**src/rtl/usb_rx_pid_decoder.sv**
```systemverilog
// Receive-path decoder: captures and validates the PID, forwards bits to rc_crc,
// checks payload length by packet type and holds errors until acknowledged.
module usb_rx_pid_decoder #(
  parameter int PID_BITS = 8,
  parameter int MAX_BITS = 1024,
  parameter int CRC_PID  = 1,
  parameter int CNT_W    = $clog2(MAX_BITS + 2)
) (
  input  logic                  clk,
  input  logic                  rst_n,
  input  logic                  abort,
  input  logic                  start_decode,
  input  logic                  end_decode,
  input  logic                  s_in,
  input  logic                  bit_valid,
  output logic                  s_out,
  output logic                  s_out_valid,
  output logic                  start_rc_crc,
  output logic                  end_rc_crc,
  output logic [PID_BITS/2-1:0] pid,
  output logic [1:0]            pid_type,
  output logic                  pid_valid,
  output logic [CNT_W-1:0]      bit_count,
  output logic                  pkt_ok,
  output logic                  PID_error,
  output logic                  len_error,
  output logic                  bs_decoder_wait,
  input  logic                  rc_PIDerror
);

  localparam int   HALF   = PID_BITS / 2;
  localparam int   IDX_W  = $clog2(PID_BITS);
  localparam logic CRC_ON = (CRC_PID != 0);

  typedef enum logic [2:0] {
    S_IDLE, S_PID, S_PAYLOAD, S_DRAIN, S_DONE, S_ERROR
  } state_t;

  state_t                state, state_nx;
  logic [PID_BITS-2:0]   pid_sr;
  logic [PID_BITS-1:0]   pid_sh;
  logic [IDX_W-1:0]      pid_idx;
  logic                  pid_last;
  logic                  pid_good;
  logic                  started;

  function automatic logic [CNT_W-1:0] sat_inc(input logic [CNT_W-1:0] c);
    return (c >= CNT_W'(MAX_BITS + 1)) ? c : c + CNT_W'(1);
  endfunction

  function automatic logic len_ok(input logic [1:0] t, input logic [CNT_W-1:0] c);
    case (t)
      2'b10:   len_ok = (c == '0);
      2'b01:   len_ok = (c == CNT_W'(16));
      2'b11:   len_ok = (c >= CNT_W'(16)) && (c <= CNT_W'(MAX_BITS)) && (c[2:0] == 3'b000);
      default: len_ok = 1'b1;
    endcase
  endfunction

  // pid_sr keeps the bits received so far; pid_sh is the value including this cycle's bit
  assign pid_sh   = {s_in, pid_sr};
  assign pid_good = (pid_sh[HALF-1:0] == ~pid_sh[PID_BITS-1:HALF]);
  assign pid_last = (pid_idx == IDX_W'(PID_BITS - 1));
  assign pid_type = pid[1:0];

  always_ff @(posedge clk) begin
    if (!rst_n) state <= S_IDLE;
    else        state <= state_nx;
  end

  always_comb begin
    state_nx = state;
    case (state)
      S_IDLE:    if (start_decode) state_nx = S_PID;
      S_PID: begin
        if (end_decode)                state_nx = S_ERROR;
        else if (bit_valid && pid_last) state_nx = pid_good ? S_PAYLOAD : S_DRAIN;
      end
      S_PAYLOAD: if (end_decode) state_nx = len_ok(pid_type, bit_count) ? S_DONE : S_ERROR;
      S_DRAIN:   if (end_decode) state_nx = S_ERROR;
      S_DONE:    state_nx = S_IDLE;
      S_ERROR:   if (rc_PIDerror) state_nx = S_IDLE;
      default:   state_nx = S_IDLE;
    endcase
    if (abort) state_nx = S_IDLE;
  end

  always_comb begin
    s_out_valid     = 1'b0;
    start_rc_crc    = 1'b0;
    end_rc_crc      = 1'b0;
    pkt_ok          = 1'b0;
    bs_decoder_wait = 1'b0;
    case (state)
      S_IDLE: begin
        bs_decoder_wait = 1'b1;
        if (start_decode && CRC_ON) begin
          s_out_valid  = 1'b1;
          start_rc_crc = 1'b1;
        end
      end
      S_PID: begin
        if (end_decode)                  end_rc_crc  = started;
        else if (bit_valid && CRC_ON)    s_out_valid = 1'b1;
      end
      S_PAYLOAD: begin
        if (end_decode) end_rc_crc = started;
        else if (bit_valid) begin
          s_out_valid  = 1'b1;
          start_rc_crc = !started;
        end
      end
      S_DRAIN: if (end_decode) end_rc_crc = started;
      S_DONE:  pkt_ok = 1'b1;
      default: ;
    endcase
    if (abort) begin
      s_out_valid  = 1'b0;
      start_rc_crc = 1'b0;
      end_rc_crc   = 1'b0;
      pkt_ok       = 1'b0;
    end
  end

  assign s_out = s_out_valid & s_in;

  always_ff @(posedge clk) begin
    if (!rst_n) begin
      pid_sr    <= '0;
      pid_idx   <= '0;
      pid       <= '0;
      pid_valid <= 1'b0;
      bit_count <= '0;
      PID_error <= 1'b0;
      len_error <= 1'b0;
      started   <= 1'b0;
    end else if (abort) begin
      pid_valid <= 1'b0;
      bit_count <= '0;
      PID_error <= 1'b0;
      len_error <= 1'b0;
      started   <= 1'b0;
    end else begin
      case (state)
        S_IDLE: if (start_decode) begin
          pid_sr    <= pid_sh[PID_BITS-1:1];
          pid_idx   <= IDX_W'(1);
          pid_valid <= 1'b0;
          bit_count <= '0;
          started   <= CRC_ON;
        end
        S_PID: begin
          if (end_decode) PID_error <= 1'b1;
          else if (bit_valid) begin
            pid_sr  <= pid_sh[PID_BITS-1:1];
            pid_idx <= pid_idx + IDX_W'(1);
            if (pid_last && pid_good) begin
              pid       <= pid_sh[HALF-1:0];
              pid_valid <= 1'b1;
            end
          end
        end
        S_PAYLOAD: begin
          if (end_decode) begin
            if (!len_ok(pid_type, bit_count)) len_error <= 1'b1;
          end else if (bit_valid) begin
            bit_count <= sat_inc(bit_count);
            if (start_rc_crc) started <= 1'b1;
          end
        end
        S_DRAIN: if (end_decode) PID_error <= 1'b1;
        S_ERROR: if (rc_PIDerror) begin
          PID_error <= 1'b0;
          len_error <= 1'b0;
        end
        default: ;
      endcase
    end
  end

endmodule

```
**config.mk**
```make
export PLATFORM = sky130hd
export DESIGN_NAME = usb_rx_pid_decoder
export DESIGN_NICKNAME = d
export VERILOG_FILES = /design/src/rtl/usb_rx_pid_decoder.sv
export SDC_FILE = /design/constraint.sdc
export NUM_CORES = 1
export LEC_CHECK = 0
export BUFFER_PORTS_ARGS = -buffer_cell sky130_fd_sc_hd__buf_4
export CAP_MARGIN = 20
export CORE_ASPECT_RATIO = 0.8
export CORE_UTILIZATION = 51
export DETAILED_ROUTE_END_ITERATION = 7
export PLACE_DENSITY = 0.79
export SLEW_MARGIN = 10
export SYNTH_ARGS = -nofsm -noshare
export SYNTH_HDL_FRONTEND = slang
export SYNTH_SLANG_ARGS = --single-unit
```
**constraint.sdc**
```tcl
create_clock -name clk -period 2.4 [get_ports clk]
set_clock_uncertainty 0.05 [all_clocks]
set_input_delay 0.48 -clock clk [delete_from_list [all_inputs] [get_ports clk]]
set_output_delay 0.48 -clock clk [all_outputs]
set_load 0.01 [all_outputs]
```
### Yosys cells after proc, flatten, opt, wreduce, memory -nomap -nowiden

Cells that the tools add are included.

* register bits: 32
* input port bits: 8

* add/sub/neg operators: 2
* order comparisons: 3
* equality and inequality tests: 25
* mux-type cells: 57
* bitwise operators: 5
* reductions and logical operators: 24

Operators with widths (count)
* 11-bit 2-to-1 mux: 4
* 1-bit 2-to-1 mux: 31
* 5-bit AND reduction: 6
* 3-bit 2-to-1 mux: 8
* 2-bit inequality test (second input constant): 12
* 11-bit case mux with 2 select lines: 1
* 7-bit 2-to-1 mux: 3
* 3-bit case mux with 5 select lines: 1
* 7-bit case mux with 2 select lines: 1
* 1-bit case mux with 2 select lines: 6
* 11-bit by 1-bit adder with 11-bit output (second input constant): 1
* 11-bit by 5-bit == test with 1-bit output (second input constant): 1
* 11-bit greater-or-equal comparator (second input constant): 1
* 11-bit by 5-bit greater-or-equal comparator with 1-bit output (second input constant): 1
* 11-bit <= comparator (second input constant): 1
* 11-bit zero test: 1
* 3-bit == test (second input constant): 3
* 2-bit nonzero test: 4
* 3-bit by 2-bit == test with 1-bit output (second input constant): 2
* 3-bit zero test: 2
* 3-bit case mux with 2 select lines: 1
* 2-bit OR reduction: 3
* 2-bit == test (second input constant): 2
* 4-bit == test: 1
* 14 further kinds: 19

### Depth between registers and ports, before layout

Gate-level depths: netlist of run 1.

* depth in word-level cells: 11
* gate-level depth with buffers: 8
* mapped depth without buffers: 7

### Worst setup path after synthesis of run 1

Ideal clock, no wire load.

* path type: input to output
* start point: input port abort
* end point: output port s_out
* data arrival time: 1.533 ns
* required time: 1.870 ns
* setup slack: 0.337 ns
* cell stages on the path: 4
* buffers on the path: 1
* cells stage by stage: clkbuf_1 or4_1 o21ai_0 and2_1

* word-level cells in the longest chain between the ends: 2

Ends and longest elaborated chain
* from (decl): RTL line 11 `input logic abort,`
* 1-bit 2-to-1 mux: RTL line 117 `if (abort) begin`
* named net s_out_valid: RTL line 17 `output logic s_out_valid,`
* 1-bit AND: RTL line 125 `assign s_out = s_out_valid & s_in;`
* to (decl): RTL line 16 `output logic s_out,`

The timed path passes the listed nets, and every way through them passes these cells.

### Final worst setup path of run 1

* start point: register state[2]
* end point: output port s_out

* word-level cells in the longest chain between the ends: 5

Ends and longest elaborated chain
* from (decl): RTL line 39 `state_t state, state_nx;`
* from (signal assigned): RTL line 68 `else state <= state_nx;`
* 3-bit by 2-bit == test with 1-bit output or 3-bit by 1-bit == test with 1-bit output (tied branches): RTL line 94 `case (state)`
* 2-bit OR reduction (no line)
* 1-bit case mux with 2 select lines (*): RTL line 94
* 1-bit 2-to-1 mux (*): RTL line 117
* 1-bit AND (*): RTL line 125

Every way passes the cells marked *; elsewhere a longest branch is shown, timed or not.

==> results of run 1 <==
## layout by cell type, fill, tap and decap left out, types with 4 or more instances in the layout
cell type,n
a21oi_1,12
buf_4,40
clkbuf_8,6
dfxtp_1,32
ha_1,5
inv_1,7
mux2i_1,12
nand2_1,12
nand3_1,8
nand3b_1,5
nor2_1,10
nor2b_1,15
nor3_1,8
o211ai_1,4
o21a_1,4
o21ai_0,8
o31ai_1,7
or4_1,8
xnor2_1,4
## how the worst max path moves through the flow
| stage | startpoint | to | slack, ps | cells past startpoint |
|---|---|---|---|---|
| after floorplan | abort | s_out | 340 | 4 |
| after global placement | end_decode | s_out | 250 | 6 |
| after detailed placement | end_decode | s_out | 250 | 6 |
| after CTS | state[2] | s_out | 180 | 5 |
| after global routing | state[2] | s_out | 10 | 5 |
| final | state[2] | s_out | 150 | 5 |
## metrics by stage
stage	hold slack (ps)	cells	setup slack (ps)	cell area [sq um]	total power, mW
global placement	408.1	275	250.7	2044	0.6511
detailed placement	416.7	275	251.7	2044	0.6527
floorplan	411.0	207	337.5	1762	0.6148
CTS	353.6	283	176.0	2142	1.093
global route	349.2	283	9.909	2142	1.141
finish	358.0	283	147.8	2142	1.088
## kinds of logic (layout without fill, tap and decap cells)
logic type,Yosys count,after routing,synth area share
AND/OR/NAND/NOR,87,87,0.2798
AO/OA/AOI/OAI,48,48,0.1797
flip-flops,32,32,0.3636
buffers and inverters,19,55,0.05327
multiplexers,12,12,0.06818
adder cells (fa/ha/maj),5,5,0.03551
XOR/XNOR,4,4,0.01988
## state kept, by name, indices dropped and copies added (netlist names)
register / flops
bit_count: 11
pid_sr: 7
pid: 4
pid_idx: 3
state: 3
PID_error: 1
len_error: 1
pid_valid: 1
started: 1
## power by group through the flow
stage                     Sequential, mW  Combinational [mW]  Clock (mW)
after floorplan                    0.554              0.0613           0
after global placement             0.556              0.0955           0
after detailed placement           0.556              0.0968           0
after CTS                          0.544              0.0976       0.452
after global routing               0.544               0.106       0.490
final                              0.544              0.0977       0.446
## worst max-delay path: stages (launching register included)
cell and delay (ps):
dfxtp_1 420, nor2_1 290, o21ai_1 180, o21ai_0 260
and2_1 170, buf_4 110
## final cells by class
class	count	area, sq um	area share
timing repair buffer	40	300.3	0.1402
clock inverter	2	15.01	0.007009
multi-input combinational	156	1027	0.4796
tap	40	50.05	0.02336
sequential	32	640.6	0.2991
inverter	7	26.28	0.01227
clock buffer	6	82.58	0.03855
## per-layer routing
layer	part of all wire	GRT usage	up-vias	routed length, um
li1	-	-	832	-
met1	0.50	0.3317	757	2028
met2	0.43	0.3482	46	1742
met3	0.052	0.06667	8	211
met4	0.016	0.09929	0	65
met5	0	0	-	0
==> run metrics, run 1 <==
status finished, final reports clean; FF-to-FF Start bit_count[8]; switch share 0.2536; Combinational Power Share 0.090; area added between synthesis and finish 21.59%; commonest register cell after synthesis dfxtp_1; area fraction of the dominant cell type after synthesis 0.3636; number of CTS-inserted buffers 5; post-CTS setup buffers 0; hold_buf cts 0; total grt overflow 0; RR Endpoint bit_count[4]; Post-Syn Area per Cell around 8.5 sq um; VDD IR max 371.0 uV; number of synthesized flops with an enable pin 0; Hold WC Path Type in -> reg; initial antenna violation count 0; Hold Path Depth 2; clk slew on worst S/H paths 70 ps; Initial Util 0.5509; Worst setup EP type output pin; clock period minus worst slack around 2300 ps; Worst Reg-to-Reg Cells 5; Reg power frac 0.500; DRT iter0 DRCs 127; max_cap viols 0; count leader, synth dfxtp_1; diode count 0; DR DRC count 0; P_sw between 0.2 and 0.3 mW; Synth Net Count 220; Clock Path Buffers 2; die width between 60 and 70 um; Via-to-Cell Ratio 5.806; largest cells by area after synthesis dfxtp_1 36%, mux2i_1 6.8%, nor2b_1 5.3%; DP Wirelength 2920 um; Cells after Synth between 200 and 250; vias in the first global route 1,364; Worst EP arrival between 1500 and 2000 ps; Hold Crit Start end_decode; # rows 18; DRT Wirelength a little over 4000 um; Slew Limit Fails 0; Yosys reg bits 32; IO Pins 34; PwrDens between 500 and 600 nW/um^2; CP max FO 12; Final #Nets about 260; Worst R2R Setup Slack ~320 ps; DR vias between 1,500 and 2,000; Final setup viols 0; fin crit share 0.9384; Leakage 0.8624 nW; Internal between 0.8 and 0.9 mW; Yosys warnings 0; Layout Utilization 0.6698; sequential fraction of the synthesis area 0.3636; post-cts resize count 0; share of flip-flops with an asynchronous set or reset 0; CTS HTree Levels 2; required time worst endpoint between 1500 and 2000 ps; Die Height 54.57 um; Max transition margin 0.5814; Clk pwr share 0.410; final hold vios 0; TNS Setup 0 ps; drt wl/cell ~14 um; antenna-violating nets left 0; CP startpoint kind flip-flop; RSZ-0062 raised after global routing no; first-pass GRT wire length approximately 6400 um; fmax 0.4440 GHz; core area between 3000 and 4000 sq um; top cells by count, synth 32 x dfxtp_1, 15 x nor2b_1, 12 x a21oi_1, 12 x mux2i_1, 12 x nand2_1; TritonCTS clock tree done; layout cell share with drive strength beyond 1 0.2016; TritonRoute pass-1 iters 4; CTS root buf clkbuf_8; clk_lat worst skew 290 ps; Total Routing Usage GR 0.2401; worst-margin pin slew around 630 ps; count of input and output buffers 33; worst hold endpoint state[1]; Netlist Area Pre-Place 1762 sq um; Fill cells about 280; CTS Sinks 32; pin count of the biggest net entering global routing 22; crit path kind reg -> out; die footprint between 3000 and 4000 sq um; post-synth cell types 41; Placer Congestion 0.8521; Yosys top cell by area dfxtp_1
Power figures use the tool's default switching activity.
==> run 2: changes to the inputs <==
- CORE_UTILIZATION: 51 -> 40
- PLACE_DENSITY: 0.79 -> 0.66
- SETUP_SLACK_MARGIN: unset -> 0.4
==> run 2 against run 1 <==
Compared with the run above:
- core utilization shrank 12 points
- critical endpoint unchanged
- final cell count grew 9.5%
- register-to-register slack gained 200 ps
- fmax grew 8.1%
==> run metrics, run 2 (synthesis results as in run 1) <==
status finished, final reports clean; Clock Path Buffers 2 (unchanged); # rows 21 (+3); Total Routing Usage GR 0.1872 (-0.05292); count of input and output buffers 33 (unchanged); CTS root buf clkbuf_8; TritonCTS clock tree done; worst-margin pin slew 484.4 ps (-143.5 ps); met1 usage 0.2579 (-0.07377); IO Pins 34 (unchanged); RSZ-0062 raised after global routing yes; die width 76.20 um (+13%); layout cell share with drive strength beyond 1 0.2846 (+0.08294); fin crit share 0.8680 (-0.07037); most common library cell in the layout ignoring fill and taps buf_4; clk_lat worst skew 290 ps (about the same); met3 usage 0.04000 (-0.02667); crit path kind reg -> out; CTS HTree Levels 2 (unchanged); Reg power frac 0.499 (about the same); Top Registers bit_count: 11 flops, pid_sr: 7 flops, pid: 4 flops; Max transition margin 0.6767 (+0.09530); initial antenna violation count 0 (unchanged); clk slew on worst S/H paths 70 ps (about the same); final hold vios 0 (unchanged); CTS Sinks 32 (unchanged); DR DRC count 0 (unchanged); pre-CTS setup slack 256.5 ps (+4.816 ps); TNS Setup 0 ps (unchanged); met2 Use GR 0.2883 (-0.05987); antenna-violating nets left 0 (unchanged); max_cap viols 0 (unchanged); vias in the first global route 1,388 (+1.8%); Die Height 61.36 um (+12%); area added between synthesis and finish 30.97%; CP max FO 6 (-6); TritonRoute pass-1 iters 5 (+1); Final #Nets 265 (+3.9%); DRT Wirelength 4415 um (+9.0%); Initial Util 0.4190 (-0.1318); slack of the critical path 316.7 ps (+168.9 ps); drt wl/cell 14.24 um (-0.46%); Top reg by flops bit_count; die footprint 4675 sq um (+27%); Via-to-Cell Ratio 5.477 (-5.7%); cell area after layout 2307 sq um (+7.7%); Worst EP arrival 1550 ps (-170 ps); Slew Limit Fails 0 (unchanged); CP startpoint kind flip-flop; Largest register FFs 11 (unchanged); Clk pwr share 0.398 (-0.012); Placer Congestion 0.8788 (+3.1%); DRT iter0 DRCs 101 (-20%); fmax 0.4800 GHz (+8.1%); total grt overflow 0 (unchanged); most frequent cells in the layout 47 x buf_4, 27 x dfxtp_1, 15 x nor2b_1; switch share 0.2448 (-0.008768); Combinational Power Share 0.103 (+0.013); clock period minus worst slack 2083 ps (-168.9 ps); first-pass GRT wire length 6706 um (+5.3%); core area 4204 sq um (+31%); DR vias 1,698 (+3.3%); P_sw 0.2657 mW (-3.7%); diode count 0 (unchanged); number of CTS-inserted buffers 5 (unchanged); Hold WC Path Type in -> reg; VDD IR max 269.5 uV (-27%); pin count of the biggest net entering global routing 22 (unchanged); Worst setup EP type output pin; Leakage 0.9456 nW (+9.6%); Internal 0.8197 mW (+0.95%); grt peak-use layer met2; DP Wirelength 2939 um (+0.64%); required time worst endpoint 1870 ps (about the same); hold slack final 316.4 ps (-41.62 ps); Final setup viols 0 (unchanged); Post-Place Cell Area 2079 sq um (+1.7%); PwrDens 470.4 nW/um^2 (-7.4%)
-- run 2: worst paths after layout --
| path | slack, ps | end | start | cells after the start |
|---|---|---|---|---|
| setup / recovery | 320 | s_out | state[0] | 5 |
| hold / removal | 320 | state[1] | end_decode | 2 |
| setup reg to reg | 520 | bit_count[9] | bit_count[1] | 5 |
| hold reg to reg | 440 | PID_error | PID_error | 2 |
-- run 2: area by class of cell --
type / count / area (sq um)
Tap cell: 57 / 71.32
Fill cell: 389 / 1897
Clock buffer: 8 / 90.09
Multi-Input combinational cell: 157 / 1090
Timing Repair Buffer: 49 / 375.4
Sequential cell: 32 / 654.4
Inverter: 7 / 26.28
-- run 2: through the flow --
step | util | std cells | power [mW]
finish | 0.5488 | 310 | 1.085
global route | 0.5488 | 310 | 1.125
CTS | 0.5375 | 308 | 1.089
detailed placement | 0.4946 | 293 | 0.6545
global placement | 0.4946 | 293 | 0.6541
floorplan | - | 207 | 0.6164
-- run 2: metal layers --
layer / vias up / wire (um)
li1: 850 / -
met2: 45 / 1839
met5: - / 0
met4: 0 / 69
met1: 796 / 2294
met3: 7 / 212
-- run 2: timing repair --
item                                    4_1_cts  5_1_grt
resized for setup                            12        9
setup buffers                                 7        1
hold buffers                                  0        0
pin swaps                                     0        2
endpoints found under the setup margin       11        9
cloned                                        0        1
-- run 2: power groups by stage --
stage	Sequential, mW	Clock [mW]	Combinational [mW]
floorplan	0.554	0	0.0629
global placement	0.558	0	0.0965
detailed placement	0.557	0	0.0971
CTS	0.541	0.443	0.105
global route	0.543	0.461	0.122
finish	0.542	0.432	0.111
-- run 2: worst max-delay path: stages, from the launching register on --
cell and delay [ps]:
dfxtp_4 380, nand3b_1 110, or4_4 440, o21ai_2 80
and2_4 150, buf_4 100
